===== config.mk =====
export PLATFORM = sky130hd
export DESIGN_NAME = nn_output_layer
export DESIGN_NICKNAME = d
export VERILOG_FILES = /design/src/rtl/nn_fixed_pkg.sv /design/src/rtl/nn_act_hsigmoid.sv /design/src/rtl/nn_output_layer.sv
export SDC_FILE = /design/constraint.sdc
export NUM_CORES = 1
export LEC_CHECK = 0
export BUFFER_PORTS_ARGS = -buffer_cell sky130_fd_sc_hd__buf_2
export CORE_MARGIN = 5
export CORE_UTILIZATION = 33
export DETAILED_ROUTE_END_ITERATION = 10
export GPL_TIMING_DRIVEN = 0
export PLACE_DENSITY = 0.53
export SYNTH_ARGS = -nofsm -noshare
export SYNTH_HDL_FRONTEND = slang
export SYNTH_HIERARCHICAL = 1
export SYNTH_SLANG_ARGS = --single-unit

===== constraint.sdc =====
create_clock -name i_clk -period 13.2 [get_ports i_clk]
set_clock_uncertainty 0.15 [all_clocks]
set_input_delay 1.98 -clock i_clk [delete_from_list [all_inputs] [get_ports i_clk]]
set_output_delay 1.98 -clock i_clk [all_outputs]
set_load 0.05 [all_outputs]

===== src/rtl/nn_fixed_pkg.sv =====
// Shared fixed-point definitions for the MLP layers: default formats, FSM encodings and
// saturation helper.
package nn_fixed_pkg;

  localparam int unsigned DefWidth = 8;
  localparam int unsigned DefFrac  = 4;
  localparam int unsigned One      = 1 << DefFrac;
  localparam int unsigned Half     = One >> 1;

  localparam logic [2:0] StIdle = 3'd0;
  localparam logic [2:0] StReq  = 3'd1;
  localparam logic [2:0] StCapt = 3'd2;
  localparam logic [2:0] StBias = 3'd3;
  localparam logic [2:0] StAct  = 3'd4;
  localparam logic [2:0] StDone = 3'd5;

  // Clamp x to the signed range of a w-bit value.
  function automatic logic signed [31:0] sat_width(input logic signed [31:0] x,
                                                   input int unsigned w);
    logic signed [31:0] hi;
    logic signed [31:0] lo;
    hi = (32'sd1 <<< (w - 1)) - 32'sd1;
    lo = -(32'sd1 <<< (w - 1));
    if (x > hi) return hi;
    else if (x < lo) return lo;
    else return x;
  endfunction

endpackage


===== src/rtl/nn_act_hsigmoid.sv =====
// Combinational hard-sigmoid: y = clamp((z >>> 2) + 0.5, 0, 1.0) in the layer's Q format.
module nn_act_hsigmoid
  import nn_fixed_pkg::*;
#(
  parameter int unsigned WIDTH = DefWidth,
  parameter int unsigned FRAC  = DefFrac
) (
  input  logic [WIDTH-1:0] i_z,
  output logic [WIDTH-1:0] o_y
);

  localparam int OneL  = 1 << FRAC;
  localparam int HalfL = 1 << (FRAC - 1);

  // One guard bit so the +HALF offset cannot overflow before clamping.
  logic signed [WIDTH:0] w_t;

  always_comb begin
    w_t = (WIDTH+1)'(signed'(i_z) >>> 2) + (WIDTH+1)'(HalfL);
    if (w_t[WIDTH]) begin
      o_y = '0;
    end else if (w_t > (WIDTH+1)'(OneL)) begin
      o_y = WIDTH'(OneL);
    end else begin
      o_y = w_t[WIDTH-1:0];
    end
  end

endmodule


===== src/rtl/nn_output_layer.sv =====
// Output layer of the fixed-point MLP: serially reads hidden activations, computes
// sum(w*a)+b per neuron, applies hard-sigmoid and holds the results behind a req/ack handshake.
module nn_output_layer
  import nn_fixed_pkg::*;
#(
  parameter int unsigned N_IN  = 2,
  parameter int unsigned N_OUT = 1,
  parameter int unsigned WIDTH = DefWidth,
  parameter int unsigned FRAC  = DefFrac,
  localparam int unsigned AddrW    = (N_IN > 1) ? $clog2(N_IN) : 1,
  localparam int unsigned MemDepth = N_OUT * N_IN + N_OUT,
  localparam int unsigned MemAw    = (MemDepth > 1) ? $clog2(MemDepth) : 1
) (
  input  logic                   i_clk,
  input  logic                   i_rst,
  input  logic                   i_req,
  output logic                   o_ack_layer,
  output logic                   o_rd_trig,
  output logic [AddrW-1:0]       o_rd_addr,
  input  logic [WIDTH-1:0]       i_rd_data,
  input  logic                   i_w_we,
  input  logic [MemAw-1:0]       i_w_addr,
  input  logic [WIDTH-1:0]       i_w_data,
  output logic [N_OUT*WIDTH-1:0] o_out_value
);

  localparam int unsigned JW   = (N_OUT > 1) ? $clog2(N_OUT) : 1;
  localparam int unsigned AccW = WIDTH + $clog2(N_IN) + FRAC;
  localparam logic [AddrW-1:0] ILast = AddrW'(N_IN - 1);
  localparam logic [JW-1:0]    JLast = JW'(N_OUT - 1);

  logic [2:0]               r_state;
  logic [AddrW-1:0]         r_i;
  logic [JW-1:0]            r_j;
  logic signed [AccW-1:0]   r_acc;
  logic [WIDTH-1:0]         r_z;
  logic [N_OUT*WIDTH-1:0]   r_out;
  logic signed [WIDTH-1:0]  r_coef [MemDepth];

  logic [MemAw-1:0]         w_widx;
  logic [MemAw-1:0]         w_bidx;
  logic signed [2*WIDTH-1:0] w_prod;
  logic signed [AccW-1:0]   w_term;
  logic signed [31:0]       w_sum;
  logic [WIDTH-1:0]         w_hs;
  logic                     w_coef_we;

  always_comb begin
    w_widx = MemAw'(32'(r_j) * N_IN + 32'(r_i));
    w_bidx = MemAw'(N_OUT * N_IN + 32'(r_j));
    w_prod = (2*WIDTH)'(signed'(i_rd_data)) * (2*WIDTH)'(r_coef[w_widx]);
    w_term = AccW'(w_prod >>> FRAC);
    w_sum  = 32'(r_acc) + 32'(r_coef[w_bidx]);
    // Coefficients may only change while the layer is fully idle.
    w_coef_we = i_w_we && !i_req && (r_state == StIdle) &&
                ({1'b0, i_w_addr} < (MemAw+1)'(MemDepth));
  end

  nn_act_hsigmoid #(
    .WIDTH (WIDTH),
    .FRAC  (FRAC)
  ) u_act (
    .i_z (r_z),
    .o_y (w_hs)
  );

  always_ff @(posedge i_clk) begin
    if (w_coef_we) begin
      r_coef[i_w_addr] <= signed'(i_w_data);
    end
  end

  always_ff @(posedge i_clk) begin
    if (i_rst) begin
      r_state <= StIdle;
      r_i     <= '0;
      r_j     <= '0;
      r_acc   <= '0;
      r_z     <= '0;
      r_out   <= '0;
    end else begin
      case (r_state)
        StIdle: begin
          r_acc <= '0;
          r_i   <= '0;
          r_j   <= '0;
          if (i_req) r_state <= StReq;
        end
        StReq: r_state <= StCapt;
        StCapt: begin
          r_acc <= r_acc + w_term;
          if (r_i == ILast) begin
            r_i     <= '0;
            r_state <= StBias;
          end else begin
            r_i     <= r_i + 1'b1;
            r_state <= StReq;
          end
        end
        StBias: begin
          r_z     <= WIDTH'(sat_width(w_sum, WIDTH));
          r_state <= StAct;
        end
        StAct: begin
          r_out[r_j*WIDTH +: WIDTH] <= w_hs;
          r_acc <= '0;
          r_i   <= '0;
          if (r_j == JLast) begin
            r_j     <= '0;
            r_state <= StDone;
          end else begin
            r_j     <= r_j + 1'b1;
            r_state <= StReq;
          end
        end
        StDone: if (!i_req) r_state <= StIdle;
        default: r_state <= StIdle;
      endcase
    end
  end

  assign o_rd_trig   = (r_state == StReq);
  assign o_ack_layer = (r_state == StDone);
  assign o_rd_addr   = r_i;
  assign o_out_value = r_out;

endmodule


== Word level (Yosys, flattened, before mapping) ==
Memories as Yosys holds them, arrays and structs flattened.
Index checks and enable logic that the tools add are counted.
W data, S select, Z words.
Word-level totals
  register bits: 34
  bits in latches: 0
  bits in writable memories: 24
  memory bits (read-only): 0
  input port bits: 22
  output and inout bits: 11
  word-level logic and storage cells: 55
  memories: 1
Operators by class
  add/sub/neg operators: 8
  multipliers: 1
  divide/modulo/power cells: 0
  order comparisons: 4
  eq/ne operators: 7
  shift-type cells: 2
  muxes and demuxes: 17
  bitwise operators: 0
  reduce and logical (&&, ||, !) cells: 9
Memory list
  r_coef: depth 3, bits a word 8, read ports 2, clocked after memory_dff 0, write ports 1, line nn_output_layer.sv:38  | logic signed [WIDTH-1:0] r_coef [MemDepth];
Operators by type and width (number)
  $neg A4 Y34: 1
  $shift A8 B34 Y8 const A: 1
  $shiftx A8 B34 Y8: 1
  $mux W8: 4
  $pmux W13 S2: 1
  $pmux W3 S6: 1
  $mul A8 B8 Y16: 1
  $add A13 B8 Y14: 1
  $gt A14 B8 Y1 const B: 1
  $lt A14 B8 Y1 const B: 1
  $add A13 B12 Y13: 1
  $gt A9 B6 Y1 const B: 1
  $mux W3: 3
  $bwmux W8: 1
  $add A6 B5 Y7 const B: 1
  $eq A3 B2 Y1 const B: 2
  $eq A3 B3 Y1 const B: 2
  $mux W1: 4
  $ne A2 B2 Y1 const B: 2
  $pmux W1 S2: 2
  $reduce_bool A2 Y1: 2
  $eq A3 B1 Y1 const B: 1
  $logic_and A1 B1 Y1: 3
  $logic_not A3 Y1: 1
  8 further kinds: 9

== Logic depth before layout (Yosys ltp) ==
  depth in word-level cells: 6
  gate-level depth with buffers: 28
  mapped depth without buffers: 27

== Hierarchy ==
The synthesis kept the hierarchy.
By module, submodules not included
  nn_output_layer: times used 1, cells an instance 630, area an instance 5744.3 sq um, seq. area each 1381.3 sq um
  nn_act_hsigmoid: times used 1, cells an instance 17, area an instance 122.6 sq um, seq. area each 0.0 sq um

== Worst setup path before layout ==
Ideal clock, no wire load.
  kind: input-to-reg
  start: in i_rd_data[0]
  end: reg r_acc[12]
  setup time: 132 ps
  arrival time: 7075 ps
  setup slack: 5843 ps
  stages on the path: 22
  buffers on the path: 0
  path through: or2_2 > fa_1 > fa_1 > inv_1 > fa_1 > inv_1 > fa_1 > inv_1 > ha_1 > a21oi_1 > o21bai_1 > a21oi_1 > o21bai_1 > a21oi_1 > nor4bb_1 > a211o_1 > ha_1 > or3_1 > o31ai_1 > xnor2_1 > mux2i_1 > a21oi_1
On the way
  cells in the longest elaborated chain, start to end: 3
Ends and longest elaborated chain
  start, declared: line nn_output_layer.sv:20  | input logic [WIDTH-1:0] i_rd_data,
  $mul A8 B8 Y16: line nn_output_layer.sv:51  | w_prod = (2*WIDTH)'(signed'(i_rd_data)) * (2*WIDTH)'(r_coef[w_widx]);
  $add A13 B12 Y13: line nn_output_layer.sv:91  | r_acc <= r_acc + w_term;
  $pmux W13 S2: line nn_output_layer.sv:82  | case (r_state)
  end signal, assigned: line nn_output_layer.sv:91
  end, declared: line nn_output_layer.sv:35  | logic signed [AccW-1:0] r_acc;
Every way passes these cells.
A chain may end at the register's enable or synchronous reset.

== Worst setup path after layout ==
Ends and elaborated chain as after synthesis.

==> results by group <==
Status
  • Status: finished, final reports clean

CTS
  • Total CTS buffers: 5
  • CTS tree: built
  • Clk pin slew, worst setup/hold paths: roughly 0.080 ns
  • Clock latency on the worst-skew pair: around 0.30 ns
  • Number of H-tree levels: 2
  • Root Driver: clkbuf_16
  • CTS max path bufs: 2
  • PostCTS Resize Cnt: 0
  • Post-CTS setup buffers: 0
  • Clock sink total: 55
  • Hold Buf Count CTS: 0

Global routing
  • Vias in the first global route: ~4500
  • Grt ovf: 0
  • Largest net degree at the start of global routing: 21
  • Number of antenna violations at the first check in global routing: 1
  • GRT Total Usage: 0.129
  • First-pass GRT wire length: roughly 22 mm

Setup path
  • Critical Path, Cell by Cell: buf_2 -> or2_2 -> fa_1 -> fa_1 -> inv_1 -> fa_1 -> inv_1 -> fa_1 -> inv_1 -> ha_1 -> a21oi_1 -> o21bai_1 -> a21oi_1 -> o21bai_1 -> a21oi_1 -> nor4bb_1 -> a211o_1 -> ha_1 -> or3_1 -> o31ai_1 -> xnor2_1 -> mux2i_1 -> a21oi_1
  • CP arrival: about 7.6 ns
  • Critical-path top delay cell: fa_1
  • Setup crit end kind: flop
  • CP required: roughly 13 ns
  • Critical path peak fanout: 7
  • CP Class: in2reg
  • Startpoint Class: input port
  • Worst R2R Path Depth: 25
  • Crit path largest cell delay: roughly 0.54 ns

Routing
  • # DRC: 0
  • Antenna Nets Post-Route: 0
  • Wire length per cell: 14.0 µm
  • Vias post-DR: 4400
  • Drt total wl: about 13 mm
  • Via density: 4.86
  • First-pass detailed-route iteration total: 5
  • Initial DRC count: 158

Floorplanning
  • Die W: roughly 140 µm
  • Total die area: slightly above 20000 µm²
  • Die Height: 143 µm
  • Row cnt: 48
  • Io pins: 33
  • Std-Cell Core Area: 17200 µm²
  • Initial Util: 0.336

Yosys
  • Mapped Area: slightly below 6000 µm²
  • Yosys warning count: 6
  • Synthesized instance count: about 640
  • Syn avg cell area: around 9 µm²

Final layout
  • Post-route cell area: roughly 6400 µm²
  • Antenna diodes: 0
  • Footprint of the multi-input gates: between 4000 and 5000 µm²
  • # nets final: ~810
  • Layout area overhead: 10.4%
  • FF/Latch Area: about 1300 µm²
  • Layout cells sized above 1: 0.0853
  • Fill cells: between 1500 and 2000

Min path
  • Cells on Worst Hold Path: 2
  • Worst hold-check path type: reg2reg

Timing
  • Final setup violation count: 0
  • Slew margin rel.: 0.182
  • Final Slew Violations: 0
  • Fmax: about 130 MHz
  • Final hold viol count: 0
  • Unrepaired setup endpoints after global routing: false
  • TNS Setup: 0 ns
  • Fin crit period: between 7 and 8 ns
  • Final period util: 0.578
  • Worst-Margin Slew: about 1.2 ns

Placement
  • Post-DP HPWL: around 11 mm
  • Port Buffers: 31
  • Area post-placement: between 6000 and 7000 µm²
  • Gpl congestion: approximately 0.8

Power
  • Clock share of power: 0.145
  • Lkg Pwr: ~0.0029 µW
  • Max VDD drop: 0.0689 mV
  • Comb pwr share: 0.656
  • Sequential share of power: 0.199
  • Internal power: 535 µW
  • Sw Share: 0.441
  • Pwr dens: 149 nW/µm²
  • Psw: about 420 µW

Flow run
  • Max Cap Viol: 0
-- layout by cell type (no fill, tap or decap), types with 8 or more instances in the layout --
master and n:
a21oi_1 33, buf_2 31, and2_1 17, nand2b_1 11, o21ai_0 9, nor3_1 10
clkbuf_1 8, ha_1 54, inv_1 101, fa_1 56, a211oi_1 12, a21o_1 9
nor2_1 57, a22oi_1 8, nand2_1 44, nor2b_1 30, dfxtp_1 31, edfxtp_1 24
xnor2_1 25
-- final timing paths --
path	startpoint	endpoint	slack, ns
max	i_rd_data[0]	r_acc[12]$_SDFFE_PP0P_	5.57
min	o_out_value[0]$_SDFFE_PP0P_	o_out_value[0]$_SDFFE_PP0P_	0.32
max reg2reg	o_rd_addr$_SDFFE_PP0P_	r_acc[12]$_SDFFE_PP0P_	5.68
min reg2reg	o_out_value[0]$_SDFFE_PP0P_	o_out_value[0]$_SDFFE_PP0P_	0.32
-- through the flow --
step	utilization	std cells	total power, µW	setup WS (ns)	hold slack, ns
global placement	0.362	897	811	5.35	0.295
floorplan	-	641	710	5.84	0.304
detailed placement	0.362	897	827	5.28	0.305
finish	0.371	905	956	5.57	0.317
CTS	0.371	905	969	5.57	0.319
global route	0.371	905	1060	5.14	0.349
-- power by group through the flow --
stage	sequential, µW	combinational, µW	clock [µW]
CTS	191	635	143
finish	191	627	139
detailed placement	195	632	0
global placement	195	616	0
global route	192	716	150
floorplan	192	517	0
-- sequential cells by signal, summed over array words and instances (netlist names) --
register	cells
o_out_value	8
o_rd_addr	1
r_acc	13
r_coef	24
r_state	3
r_z	6
-- layout make-up --
| class | count | area share |
|---|---|---|
| clock inverter | 3 | 0.00489 |
| timing repair buffer | 31 | 0.0243 |
| multi-input combinational | 472 | 0.628 |
| buffer | 13 | 0.0106 |
| clock buffer | 5 | 0.0196 |
| sequential | 55 | 0.210 |
| inverter | 101 | 0.0593 |
| tap | 225 | 0.0440 |
-- metal layers --
metal / track usage / routed length (µm) / up-vias
met5: 0 / 0 / -
met4: 0.0190 / 74 / 0
met3: 0.0185 / 611 / 6
met2: 0.207 / 5840 / 76
met1: 0.189 / 6110 / 2117
li1: - / - / 2201
-- worst max-delay path: cells and delay by family --
family,cells,cell delay (ns)
AOI/OAI and AO/OA,8,1.54
xor gates and xnor gates,1,0.18
muxes,1,0.22
buffers and inverters,4,0.30
adders and majority gates,6,2.64
and+or+nand+nor,3,0.77
Power figures use the tool's default switching activity.
